File: config.mk
export PLATFORM = sky130hd
export DESIGN_NAME = idct_mul_seq_driver
export DESIGN_NICKNAME = d
export VERILOG_FILES = /design/src/rtl/idct_mul_seq_driver.sv
export SDC_FILE = /design/constraint.sdc
export NUM_CORES = 1
export LEC_CHECK = 0
export BUFFER_PORTS_ARGS = -buffer_cell sky130_fd_sc_hd__buf_2
export CORE_ASPECT_RATIO = 0.75
export CORE_MARGIN = 3
export CORE_UTILIZATION = 35
export CTS_BUF_LIST = sky130_fd_sc_hd__clkbuf_8
export DETAILED_ROUTE_END_ITERATION = 8
export PLACE_DENSITY = 0.65
export REMOVE_ABC_BUFFERS = 1
export SYNTH_ARGS = -nofsm -noshare
export SYNTH_HDL_FRONTEND = slang
export SYNTH_SLANG_ARGS = --single-unit
File: constraint.sdc
create_clock -name clk -period 3.7 [get_ports clk]
set_input_delay 0.74 -clock clk [delete_from_list [all_inputs] [get_ports clk]]
set_output_delay 0.74 -clock clk [all_outputs]
set_load 0.02 [all_outputs]
File: src/rtl/idct_mul_seq_driver.sv
// idct_mul_seq_driver: initiator side of the IDCT multiplier-wrapper protocol.
// Streams 128 operand pairs per frame (ROW pass then COL pass) to the wrapper,
// sums every 8 returned products into one dot-product result, and queues the
// results in a 2-entry valid/ready FIFO.
// Ports:
//   clk, rstP              clock, synchronous active-high reset
//   start, apx_cfg         frame start pulse, approximate-mode request (latched at start)
//   in_valid/in_ready      operand pair handshake, in_a/in_b signed operands
//   mul_a/mul_b            left-aligned operands to the wrapper (registered)
//   mul_state/mul_count0   wrapper state code and pair index (registered)
//   mul_racc/mul_rapx      wrapper accurate reset / approximate enable (registered)
//   mul_vld                pair issued this cycle
//   mul_p                  signed product, MUL_LAT cycles after mul_vld
//   res_valid/res_ready    result handshake, res_data sum of 8, res_last frame end
//   busy, done             FSM not idle, 1-cycle pulse at frame end
`timescale 1ns/1ps
module idct_mul_seq_driver #(
  parameter int unsigned OP_BITWIDTH        = 16,
  parameter int unsigned DATA_PATH_BITWIDTH = 24,
  parameter int unsigned MUL_LAT            = 3,
  parameter int unsigned ACC_W              = 35
) (
  input  logic                          clk,
  input  logic                          rstP,
  input  logic                          start,
  input  logic                          apx_cfg,
  input  logic                          in_valid,
  output logic                          in_ready,
  input  logic [OP_BITWIDTH-1:0]        in_a,
  input  logic [OP_BITWIDTH-1:0]        in_b,
  output logic [DATA_PATH_BITWIDTH-1:0] mul_a,
  output logic [DATA_PATH_BITWIDTH-1:0] mul_b,
  output logic [2:0]                    mul_state,
  output logic [8:0]                    mul_count0,
  output logic                          mul_racc,
  output logic                          mul_rapx,
  output logic                          mul_vld,
  input  logic [31:0]                   mul_p,
  output logic                          res_valid,
  input  logic                          res_ready,
  output logic [ACC_W-1:0]              res_data,
  output logic                          res_last,
  output logic                          busy,
  output logic                          done
);

  localparam int unsigned PadW = DATA_PATH_BITWIDTH - OP_BITWIDTH;

  typedef enum logic [2:0] {
    StIdle  = 3'b000,
    StPrime = 3'b001,
    StRow   = 3'b010,
    StCol   = 3'b011,
    StDrain = 3'b100
  } state_e;

  state_e                        state_q, state_d;
  logic                          apx_q, apx_d;
  logic [8:0]                    count0_q, count0_d;
  logic [DATA_PATH_BITWIDTH-1:0] mul_a_q, mul_a_d, mul_b_q, mul_b_d;
  logic                          mul_vld_q, mul_vld_d;
  logic                          iss_ge_q, iss_ge_d, iss_fe_q, iss_fe_d;
  logic                          racc_q, racc_d, rapx_q, rapx_d;
  logic                          done_q, done_d;
  logic [MUL_LAT-1:0]            tag_vld_q, tag_vld_d, tag_ge_q, tag_ge_d, tag_fe_q, tag_fe_d;
  logic [ACC_W-1:0]              acc_q, acc_d;
  logic [ACC_W-1:0]              fifo_data_q [2];
  logic [ACC_W-1:0]              fifo_data_d [2];
  logic [1:0]                    fifo_last_q, fifo_last_d;
  logic [1:0]                    fifo_cnt_q, fifo_cnt_d;

  logic [7:0]       closing;
  logic             accept, pass_end;
  logic [8:0]       idx;
  logic [ACC_W-1:0] prod_ext, sum;
  logic             push, pop;
  logic [1:0]       wr_idx;

  // Groups already committed to closing each need a FIFO slot when they exit
  always_comb begin
    closing = {7'b0, mul_vld_q & iss_ge_q};
    for (int i = 0; i < int'(MUL_LAT); i++) begin
      closing = closing + {7'b0, tag_vld_q[i] & tag_ge_q[i]};
    end
  end

  assign in_ready = ((state_q == StRow) || (state_q == StCol)) &&
                    (({6'b0, fifo_cnt_q} + closing) < 8'd2);
  assign accept   = in_valid & in_ready;
  // PRIME parks count0 at 63 so the first accept of each pass lands on index 0
  assign idx      = (count0_q == 9'd63) ? 9'd0 : count0_q + 9'd1;
  assign pass_end = accept && (idx == 9'd63);

  // FSM and issue stage
  always_comb begin
    state_d   = state_q;
    apx_d     = apx_q;
    count0_d  = count0_q;
    mul_a_d   = mul_a_q;
    mul_b_d   = mul_b_q;
    done_d    = 1'b0;
    mul_vld_d = accept;
    iss_ge_d  = accept && (idx[2:0] == 3'd7);
    iss_fe_d  = pass_end && (state_q == StCol);
    if (accept) begin
      mul_a_d  = DATA_PATH_BITWIDTH'(in_a) << PadW;
      mul_b_d  = DATA_PATH_BITWIDTH'(in_b) << PadW;
      count0_d = idx;
    end
    unique case (state_q)
      StIdle: begin
        if (start) begin
          state_d  = StPrime;
          apx_d    = apx_cfg;
          count0_d = 9'd63;
        end
      end
      StPrime: state_d = StRow;
      StRow:   if (pass_end) state_d = StCol;
      StCol:   if (pass_end) state_d = StDrain;
      StDrain: begin
        if (!mul_vld_q && (tag_vld_q == '0)) begin
          state_d  = StIdle;
          done_d   = 1'b1;
          count0_d = 9'd0;
        end
      end
      default: state_d = StIdle;
    endcase
    racc_d = (state_d == StIdle);
    rapx_d = apx_d && ((state_d == StRow) || (state_d == StCol) || (state_d == StDrain));
  end

  // Tag pipe aligns each issued pair with its product on mul_p
  always_comb begin
    tag_vld_d[0] = mul_vld_q;
    tag_ge_d[0]  = iss_ge_q;
    tag_fe_d[0]  = iss_fe_q;
    for (int i = 1; i < int'(MUL_LAT); i++) begin
      tag_vld_d[i] = tag_vld_q[i-1];
      tag_ge_d[i]  = tag_ge_q[i-1];
      tag_fe_d[i]  = tag_fe_q[i-1];
    end
  end

  // Accumulate and close groups
  assign prod_ext = {{(ACC_W-32){mul_p[31]}}, mul_p};
  assign sum      = acc_q + prod_ext;

  always_comb begin
    acc_d = acc_q;
    push  = 1'b0;
    if (tag_vld_q[MUL_LAT-1]) begin
      if (tag_ge_q[MUL_LAT-1]) begin
        push  = 1'b1;
        acc_d = '0;
      end else begin
        acc_d = sum;
      end
    end
  end

  // 2-entry FIFO, head always in slot 0
  assign res_valid = (fifo_cnt_q != 2'd0);
  assign pop       = res_valid & res_ready;
  assign wr_idx    = fifo_cnt_q - {1'b0, pop};

  always_comb begin
    fifo_data_d[0] = fifo_data_q[0];
    fifo_data_d[1] = fifo_data_q[1];
    fifo_last_d    = fifo_last_q;
    fifo_cnt_d     = fifo_cnt_q;
    if (pop) begin
      fifo_data_d[0] = fifo_data_q[1];
      fifo_last_d[0] = fifo_last_q[1];
    end
    if (push) begin
      if (wr_idx == 2'd0) begin
        fifo_data_d[0] = sum;
        fifo_last_d[0] = tag_fe_q[MUL_LAT-1];
      end else begin
        fifo_data_d[1] = sum;
        fifo_last_d[1] = tag_fe_q[MUL_LAT-1];
      end
    end
    if (push && !pop) begin
      fifo_cnt_d = fifo_cnt_q + 2'd1;
    end else if (pop && !push) begin
      fifo_cnt_d = fifo_cnt_q - 2'd1;
    end
  end

  always_ff @(posedge clk) begin
    if (rstP) begin
      state_q        <= StIdle;
      apx_q          <= 1'b0;
      count0_q       <= '0;
      mul_a_q        <= '0;
      mul_b_q        <= '0;
      mul_vld_q      <= 1'b0;
      iss_ge_q       <= 1'b0;
      iss_fe_q       <= 1'b0;
      racc_q         <= 1'b1;
      rapx_q         <= 1'b0;
      done_q         <= 1'b0;
      tag_vld_q      <= '0;
      tag_ge_q       <= '0;
      tag_fe_q       <= '0;
      acc_q          <= '0;
      fifo_data_q[0] <= '0;
      fifo_data_q[1] <= '0;
      fifo_last_q    <= '0;
      fifo_cnt_q     <= '0;
    end else begin
      state_q        <= state_d;
      apx_q          <= apx_d;
      count0_q       <= count0_d;
      mul_a_q        <= mul_a_d;
      mul_b_q        <= mul_b_d;
      mul_vld_q      <= mul_vld_d;
      iss_ge_q       <= iss_ge_d;
      iss_fe_q       <= iss_fe_d;
      racc_q         <= racc_d;
      rapx_q         <= rapx_d;
      done_q         <= done_d;
      tag_vld_q      <= tag_vld_d;
      tag_ge_q       <= tag_ge_d;
      tag_fe_q       <= tag_fe_d;
      acc_q          <= acc_d;
      fifo_data_q[0] <= fifo_data_d[0];
      fifo_data_q[1] <= fifo_data_d[1];
      fifo_last_q    <= fifo_last_d;
      fifo_cnt_q     <= fifo_cnt_d;
    end
  end

  assign mul_state  = state_q;
  assign mul_count0 = count0_q;
  assign mul_a      = mul_a_q;
  assign mul_b      = mul_b_q;
  assign mul_vld    = mul_vld_q;
  assign mul_racc   = racc_q;
  assign mul_rapx   = rapx_q;
  assign res_data   = fifo_data_q[0];
  assign res_last   = fifo_last_q[0];
  assign busy       = (state_q != StIdle);
  assign done       = done_q;

endmodule

==> results of run 1 <==
==> cells by family after synthesis <==
kind of cell             count (synthesis)  synth area share (%)
AO/OA/AOI/OAI                          284                 21.73
XOR/XNOR                                34                 3.462
adder cells (fa/ha/maj)                 41                 5.950
buffers and inverters                  148                 9.120
flip-flops                             169                 37.59
multiplexers                             5                0.6395
other                                    1               0.04167
AND/OR/NAND/NOR                        421                 21.47
==> metal layers <==
layer	part of all wire, %	wire length (um)	up-vias	global-route usage (%)
met5	0	0	-	0
met4	1.4	349	0	5.095
met3	7.4	1803	20	5.081
met2	42	10370	254	26.55
met1	49	11940	3778	24.59
li1	-	-	3997	-
==> Yosys cell counts (all sizes together), types with 3 or more instances <==
library cell  count
a21oi           112
ha               38
nor4b             4
nand3b           15
o311ai            4
and2              8
and3              9
buf              58
inv              28
nand2b            7
nor3b             5
nand2           197
dfxtp           169
or2               4
or3               7
clkbuf           61
o21a              5
nand3            19
mux2              3
o41ai             3
nor2             91
o211ai            9
a22oi            17
xor2             16
fa                3
a2111oi           3
a21o             19
a31oi             3
or4               5
a221oi           12
a311oi           22
nor4              7
nor3             17
nand4             8
o21bai            4
o21ai            36
xnor2            17
a211oi           11
a31o              3
nor2b            12
o32ai            10
==> layout make-up <==
| cell class | instances | area (um2) | area share [%] |
|---|---|---|---|
| multi-input cells | 801 | 4873 | 47.90 |
| clock buffers | 17 | 234.0 | 2.300 |
| inverters | 29 | 108.9 | 1.070 |
| flip-flops and latches | 169 | 3390 | 33.31 |
| repair buffers | 180 | 985.9 | 9.690 |
| clock inverters | 14 | 160.2 | 1.574 |
| well taps | 338 | 422.9 | 4.156 |
==> critical path: cells and delay by family (launching register included) <==
family | cells | cell delay (ns)
fa+ha+maj | 3 | 1.27
flops | 1 | 0.34
compound gates | 1 | 0.21
simple gates | 1 | 0.33
buf+inv | 4 | 0.36
==> registers in the layout, summed over array words and instances, names as in the netlist, 2 cells and up <==
signal	count
mul_count0	9
mul_a	16
tag_fe_q	3
acc_q	35
mul_state	3
fifo_last_q	2
fifo_cnt_q	2
tag_vld_q	3
tag_ge_q	3
fifo_data_q	70
mul_b	16
==> power breakdown <==
group / internal (W) / switching [W] / total (W) / leakage [nW]
clock: 0.000657 / 0.000705 / 0.00136 / 0.202
combinational: 0.000127 / 0.000229 / 0.000356 / 2.69
sequential: 0.00184 / 0.0000236 / 0.00186 / 1.37
==> how the worst min path moves through the flow <==
stage          slack (ns)                endpoint                    from
2_1_floorplan        0.41  tag_fe_q[0]$_SDFF_PP0_     iss_fe_q$_SDFF_PP0_
3_3_place_gp         0.42  tag_fe_q[2]$_SDFF_PP0_  tag_fe_q[1]$_SDFF_PP0_
3_5_place_dp         0.43  tag_fe_q[2]$_SDFF_PP0_  tag_fe_q[1]$_SDFF_PP0_
4_1_cts              0.45  tag_fe_q[2]$_SDFF_PP0_  tag_fe_q[1]$_SDFF_PP0_
5_1_grt              0.47  mul_b[11]$_SDFFE_PP0N_                 in_b[3]
6_report             0.45  tag_fe_q[2]$_SDFF_PP0_  tag_fe_q[1]$_SDFF_PP0_
==> stage by stage <==
stage | cells | hold slack [ns]
3_5_place_dp | 1515 | 0.4258
2_1_floorplan | 999 | 0.4138
6_report | 1548 | 0.4454
5_1_grt | 1548 | 0.4679
4_1_cts | 1548 | 0.4477
3_3_place_gp | 1515 | 0.4219
==> repair_timing <==
item	4_1_cts	5_1_grt
buffers inserted	2	0
gates resized for setup	9	4
endpoints found under the setup margin	1	4
pin swaps	6	2
==> flow_metrics.py, run 1 <==
metrics = {
    "drt": {
        "routed_wl_mm": 24.47,
        "vias": 8049,
        "detail_route.drc_violations": 0,
        "drt_iter0_markers": 554,
        "firstDrtPassIters": 5,
        "wl_per_cell_um": 15.80,
        "via_per_inst": 5.200,
        "ant_nets": 0,
    },
    "critical_path": {
        "crit_slowest_cell": "fa_1",
        "cp_common_cell": "fa_1",
        "r2r_end": "mul_state[1]$_SDFF_PP0_",
        "path_cells": "inv_2 -> fa_1 -> inv_1 -> ha_1 -> a31o_2 -> fa_1 -> nor4b_4 -> buf_4 -> buf_6",
        "slowest_delay_ns": 0.52,
        "worstPathMaxFanout": 2,
        "reg2reg_from": "fifo_cnt_q[0]$_SDFFE_PP0P_",
        "worst_r2r_path_depth": 12,
        "critPathLaunch": "fifo_cnt_q[0]$_SDFFE_PP0P_",
        "cp-endpoint": "in_ready",
        "crit_type": "reg -> out",
        "cp.required_ns": 2.96,
        "startpoint_type": "register",
        "crit_arrival_ns": 2.99,
        "rrSetupSlack_ns": 0.20,
        "endpoint_kind": "primary output",
    },
    "clocking": {
        "cts_tree": "yes",
        "postCtsHoldBufs": 0,
        "clock-sinks": 169,
        "tritoncts.num_buffers": 17,
        "insertion_delay_ns": 0.47,
        "clk_pin_slew_worst_paths_ns": 0.09,
        "clockBufferDepth": 2,
        "ctsHtreeMaxLevel": 4,
        "cts_root_buf": "clkbuf_8",
    },
    "timing": {
        "rsz0062_at_grt": "yes",
        "min_period_over_period_pct": 100.7,
        "maxSlewHeadroom_pct": 45.44,
        "finalClockSkew_ns": 0.01449,
        "max_clock_freq_ghz": 0.2684,
        "setup_tns_ns": -0.02619,
        "finalSetupViolations": 1,
        "maxSlewViolCount": 0,
        "layout_setup_ws_ns": -0.02619,
        "period_needed_ns": 3.726,
        "tightest_slew_ns": 0.8164,
        "hold_viol": 0,
    },
    "worst_hold_path": {
        "hold_depth": 1,
        "hold_class": "reg -> reg",
    },
    "floorplanning": {
        "dieArea_um2": 27690,
        "fp.dieW_um": 191.2,
        "core_area_um2": 25150,
        "initial_core_util_pct": 35.79,
        "io_pins": 173,
        "die_y_um": 144.9,
        "fp-row-count": 50,
    },
    "global_routing": {
        "grt_pass1_wl_mm": 38.83,
        "overflow": 0,
        "grt_antenna_before_repair": 0,
        "grt_pass1_vias": 7488,
        "grt_usage_pct": 17.61,
        "grt_start_max_net_pins": 61,
    },
    "synth": {
        "yosysWarnings": 0,
        "synth-seq-cells": 169,
        "synthArstFlopShare_pct": 0,
        "synthDistinctLibCells": 75,
        "synth_top_area_share_pct": 37.59,
        "synth-edff-count": 0,
        "yosysSeqAreaShare_pct": 37.59,
        "syn-cell-area_um2": 9000,
        "synth-main-ff-cell": "dfxtp_1",
        "synthCells": 1103,
        "synth.area.top_cells": "dfxtp_1 38%, nand2_1 8.2%, a21oi_1 6.1%",
        "avgSynthCellArea_um2": 8.159,
        "yosysTopAreaCell": "dfxtp_1",
    },
    "power": {
        "total_power_w": 0.003583,
        "leakage_nw": 4.259,
        "power_density_nw_per_um2": 352.2,
        "vdd_drop_max_mv": 0.2431,
    },
    "run_status": {
        "status": "complete, but fails checks",
        "violations": "negative setup slack",
    },
    "placed_design": {
        "detailedPlace.worstSlack_ns": 0.04088,
        "gp_congestion": 0.9229,
        "io_buffer_count": 156,
        "place_hpwl_mm": 17.30,
        "placed_area_um2": 9728,
    },
    "layout": {
        "diodes": 0,
        "final_cell_mix": "196 x nand2_1, 164 x dfxtp_1, 154 x buf_2",
        "utilization_pct": 40.46,
        "fillers": 2578,
        "design_area_um2": 10170,
        "final_common_cell": "nand2_1",
        "syn_to_final_growth_pct": 13.05,
        "nets": 1309,
        "drive_gt1_share_pct": 20.33,
    },
    "flow_run": {
        "drv_cap": 0,
    },
}
(Power assumes the default switching activity.)
==> inputs of run 2 (changes only) <==
Settings changed: HOLD_SLACK_MARGIN set to 0.05, RECOVER_POWER set to 50.
==> run 2 against run 1 <==
Against the previous run: the run ends with max-capacitance violations, max-slew violations, negative setup slack left; sequential share of layout area is 0.39 points higher; flip-flop and latch count unchanged; global-route usage is the same; hold slack gained 0.00082 ns; die area is the same; clock power about the same; via count decreased by 0.25%; first-iteration DRC count grew 0.90%; final cell count unchanged; power decreased by 0.32%; fmax increased by 0.12%; critical path type unchanged; critical endpoint unchanged; largest cell class unchanged.
==> flow_metrics.py, run 2 (synthesized netlist as in run 1, its figures left out) <==
metrics = {
    "run_status": {
        "status": "complete, but fails checks",
        "violations": "max-capacitance violations, max-slew violations, negative setup slack",
    },
    "clocking": {
        "insertion_delay_ns": 0.47,
        "cts_tree": "yes",
        "clockBufferDepth": 2,
        "cts_root_buf": "clkbuf_8",
        "postCtsHoldBufs": 0,
        "ctsHtreeMaxLevel": 4,
        "clock-sinks": 169,
        "tritoncts.num_buffers": 17,
        "clk_pin_slew_worst_paths_ns": 0.09,
    },
    "drt": {
        "firstDrtPassIters": 5,
        "vias": 8029,
        "wl_per_cell_um": 15.73,
        "detail_route.drc_violations": 0,
        "ant_nets": 0,
        "via_per_inst": 5.187,
        "drt_iter0_markers": 559,
        "routed_wl_mm": 24.35,
    },
    "layout": {
        "top_regs": "fifo_data_q x70, acc_q x35",
        "final_cell_mix": "196 x nand2_1, 164 x dfxtp_1, 110 x a21oi_1",
        "diodes": 0,
        "finalNonFillerCells": 1548,
        "drive_gt1_share_pct": 13.22,
        "largest_reg_flops": 70,
        "utilization_pct": 39.99,
        "largest_register": "fifo_data_q",
        "nets": 1309,
        "final_common_cell": "nand2_1",
        "syn_to_final_growth_pct": 11.75,
    },
    "global_routing": {
        "grt_pass1_wl_mm": 38.83,
        "grt_usage_pct": 17.61,
        "grt_pass1_vias": 7488,
        "grt_start_max_net_pins": 61,
        "grt_antenna_before_repair": 0,
        "overflow": 0,
    },
    "critical_path": {
        "crit_type": "reg -> out",
        "worstPathMaxFanout": 2,
        "cp.required_ns": 2.96,
        "crit_arrival_ns": 2.98,
        "startpoint_type": "register",
        "endpoint_kind": "primary output",
        "rrSetupSlack_ns": 0.20,
    },
    "timing": {
        "tightest_slew_ns": 2.743,
        "min_period_over_period_pct": 100.6,
        "maxSlewHeadroom_pct": -82.85,
        "finalClockSkew_ns": 0.01366,
        "finalSetupViolations": 1,
        "hold_ws_ns": 0.4462,
        "maxSlewViolCount": 61,
        "max_clock_freq_ghz": 0.2687,
        "period_needed_ns": 3.722,
        "rsz0062_at_grt": "yes",
        "setup_tns_ns": -0.02161,
        "layout_setup_ws_ns": -0.02161,
        "hold_viol": 0,
    },
    "floorplanning": {
        "dieArea_um2": 27690,
        "io_pins": 173,
        "fp-row-count": 50,
        "initial_core_util_pct": 35.79,
        "fp.dieW_um": 191.2,
        "die_y_um": 144.9,
        "core_area_um2": 25150,
    },
    "power": {
        "leakage_nw": 3.890,
        "power_density_nw_per_um2": 355.2,
        "vdd_drop_max_mv": 0.2427,
    },
    "placed_design": {
        "io_buffer_count": 156,
        "gp_congestion": 0.9229,
        "place_hpwl_mm": 17.30,
        "dp_cells": 1515,
    },
    "worst_hold_path": {
        "hold_class": "reg -> reg",
    },
    "flow_run": {
        "drv_cap": 1,
    },
}
==> run 2: metal layers <==
| layer | vias to the layer above | track usage [%] | wire length [um] |
|---|---|---|---|
| met5 | - | 0 | 0 |
| met3 | 22 | 5.081 | 1993 |
| met1 | 3723 | 24.59 | 11690 |
| li1 | 3999 | - | - |
| met2 | 285 | 26.55 | 10310 |
| met4 | 0 | 5.095 | 353 |
==> run 2: repair_timing <==
action / in CTS / in global routing
setup buffers: 2 / 0
endpoints found under the setup margin: 1 / 4
pin swaps: 6 / 2
resized for setup: 9 / 4
==> run 2: final timing paths <==
kind	from	endpoint	depth (start not counted)
worst max-delay path	fifo_cnt_q[0]$_SDFFE_PP0P_	in_ready	9
worst min register to register	tag_fe_q[1]$_SDFF_PP0_	tag_fe_q[2]$_SDFF_PP0_	1
worst min-delay path	tag_fe_q[1]$_SDFF_PP0_	tag_fe_q[2]$_SDFF_PP0_	1
worst max register to register	fifo_cnt_q[0]$_SDFFE_PP0P_	mul_state[1]$_SDFF_PP0_	12
==> run 2: worst max-delay path: stages (launching register included) <==
cell and delay (ns):
dfxtp_2 0.34, inv_2 0.04, fa_1 0.52, inv_1 0.04, ha_1 0.26, a31o_2 0.21, fa_1 0.49, nor4b_4 0.33
buf_4 0.17, buf_6 0.11
==> run 2: cell type report <==
class | count | area (um2)
Clock buffer | 17 | 234.0
Clock inverter | 14 | 160.2
Fill cell | 2619 | 15090
Inverter | 29 | 108.9
Multi-Input combinational cell | 801 | 4873
Sequential cell | 169 | 3390
Tap cell | 338 | 422.9
Timing Repair Buffer | 180 | 868.3
==> run 2: through the flow <==
| stage | setup WS (ns) | cell area [um2] | power, W |
|---|---|---|---|
| floorplan | -1.429 | 8344 | 0.002106 |
| global placement | 0.1140 | 9728 | 0.002253 |
| detailed placement | 0.04088 | 9728 | 0.002256 |
| CTS | -0.07243 | 10160 | 0.003627 |
| global route | -0.1304 | 10060 | 0.003736 |
| finish | -0.02161 | 10060 | 0.003572 |
==> run 2: power by group <==
part | leakage [nW] | total [W] | internal (W) | switching [W]
logic | 2.32 | 0.000348 | 0.000120 | 0.000228
registers | 1.37 | 0.00187 | 0.00184 | 0.0000239
clock network | 0.202 | 0.00136 | 0.000657 | 0.000701
total | 3.89 | 0.00357 | 0.00262 | 0.000953
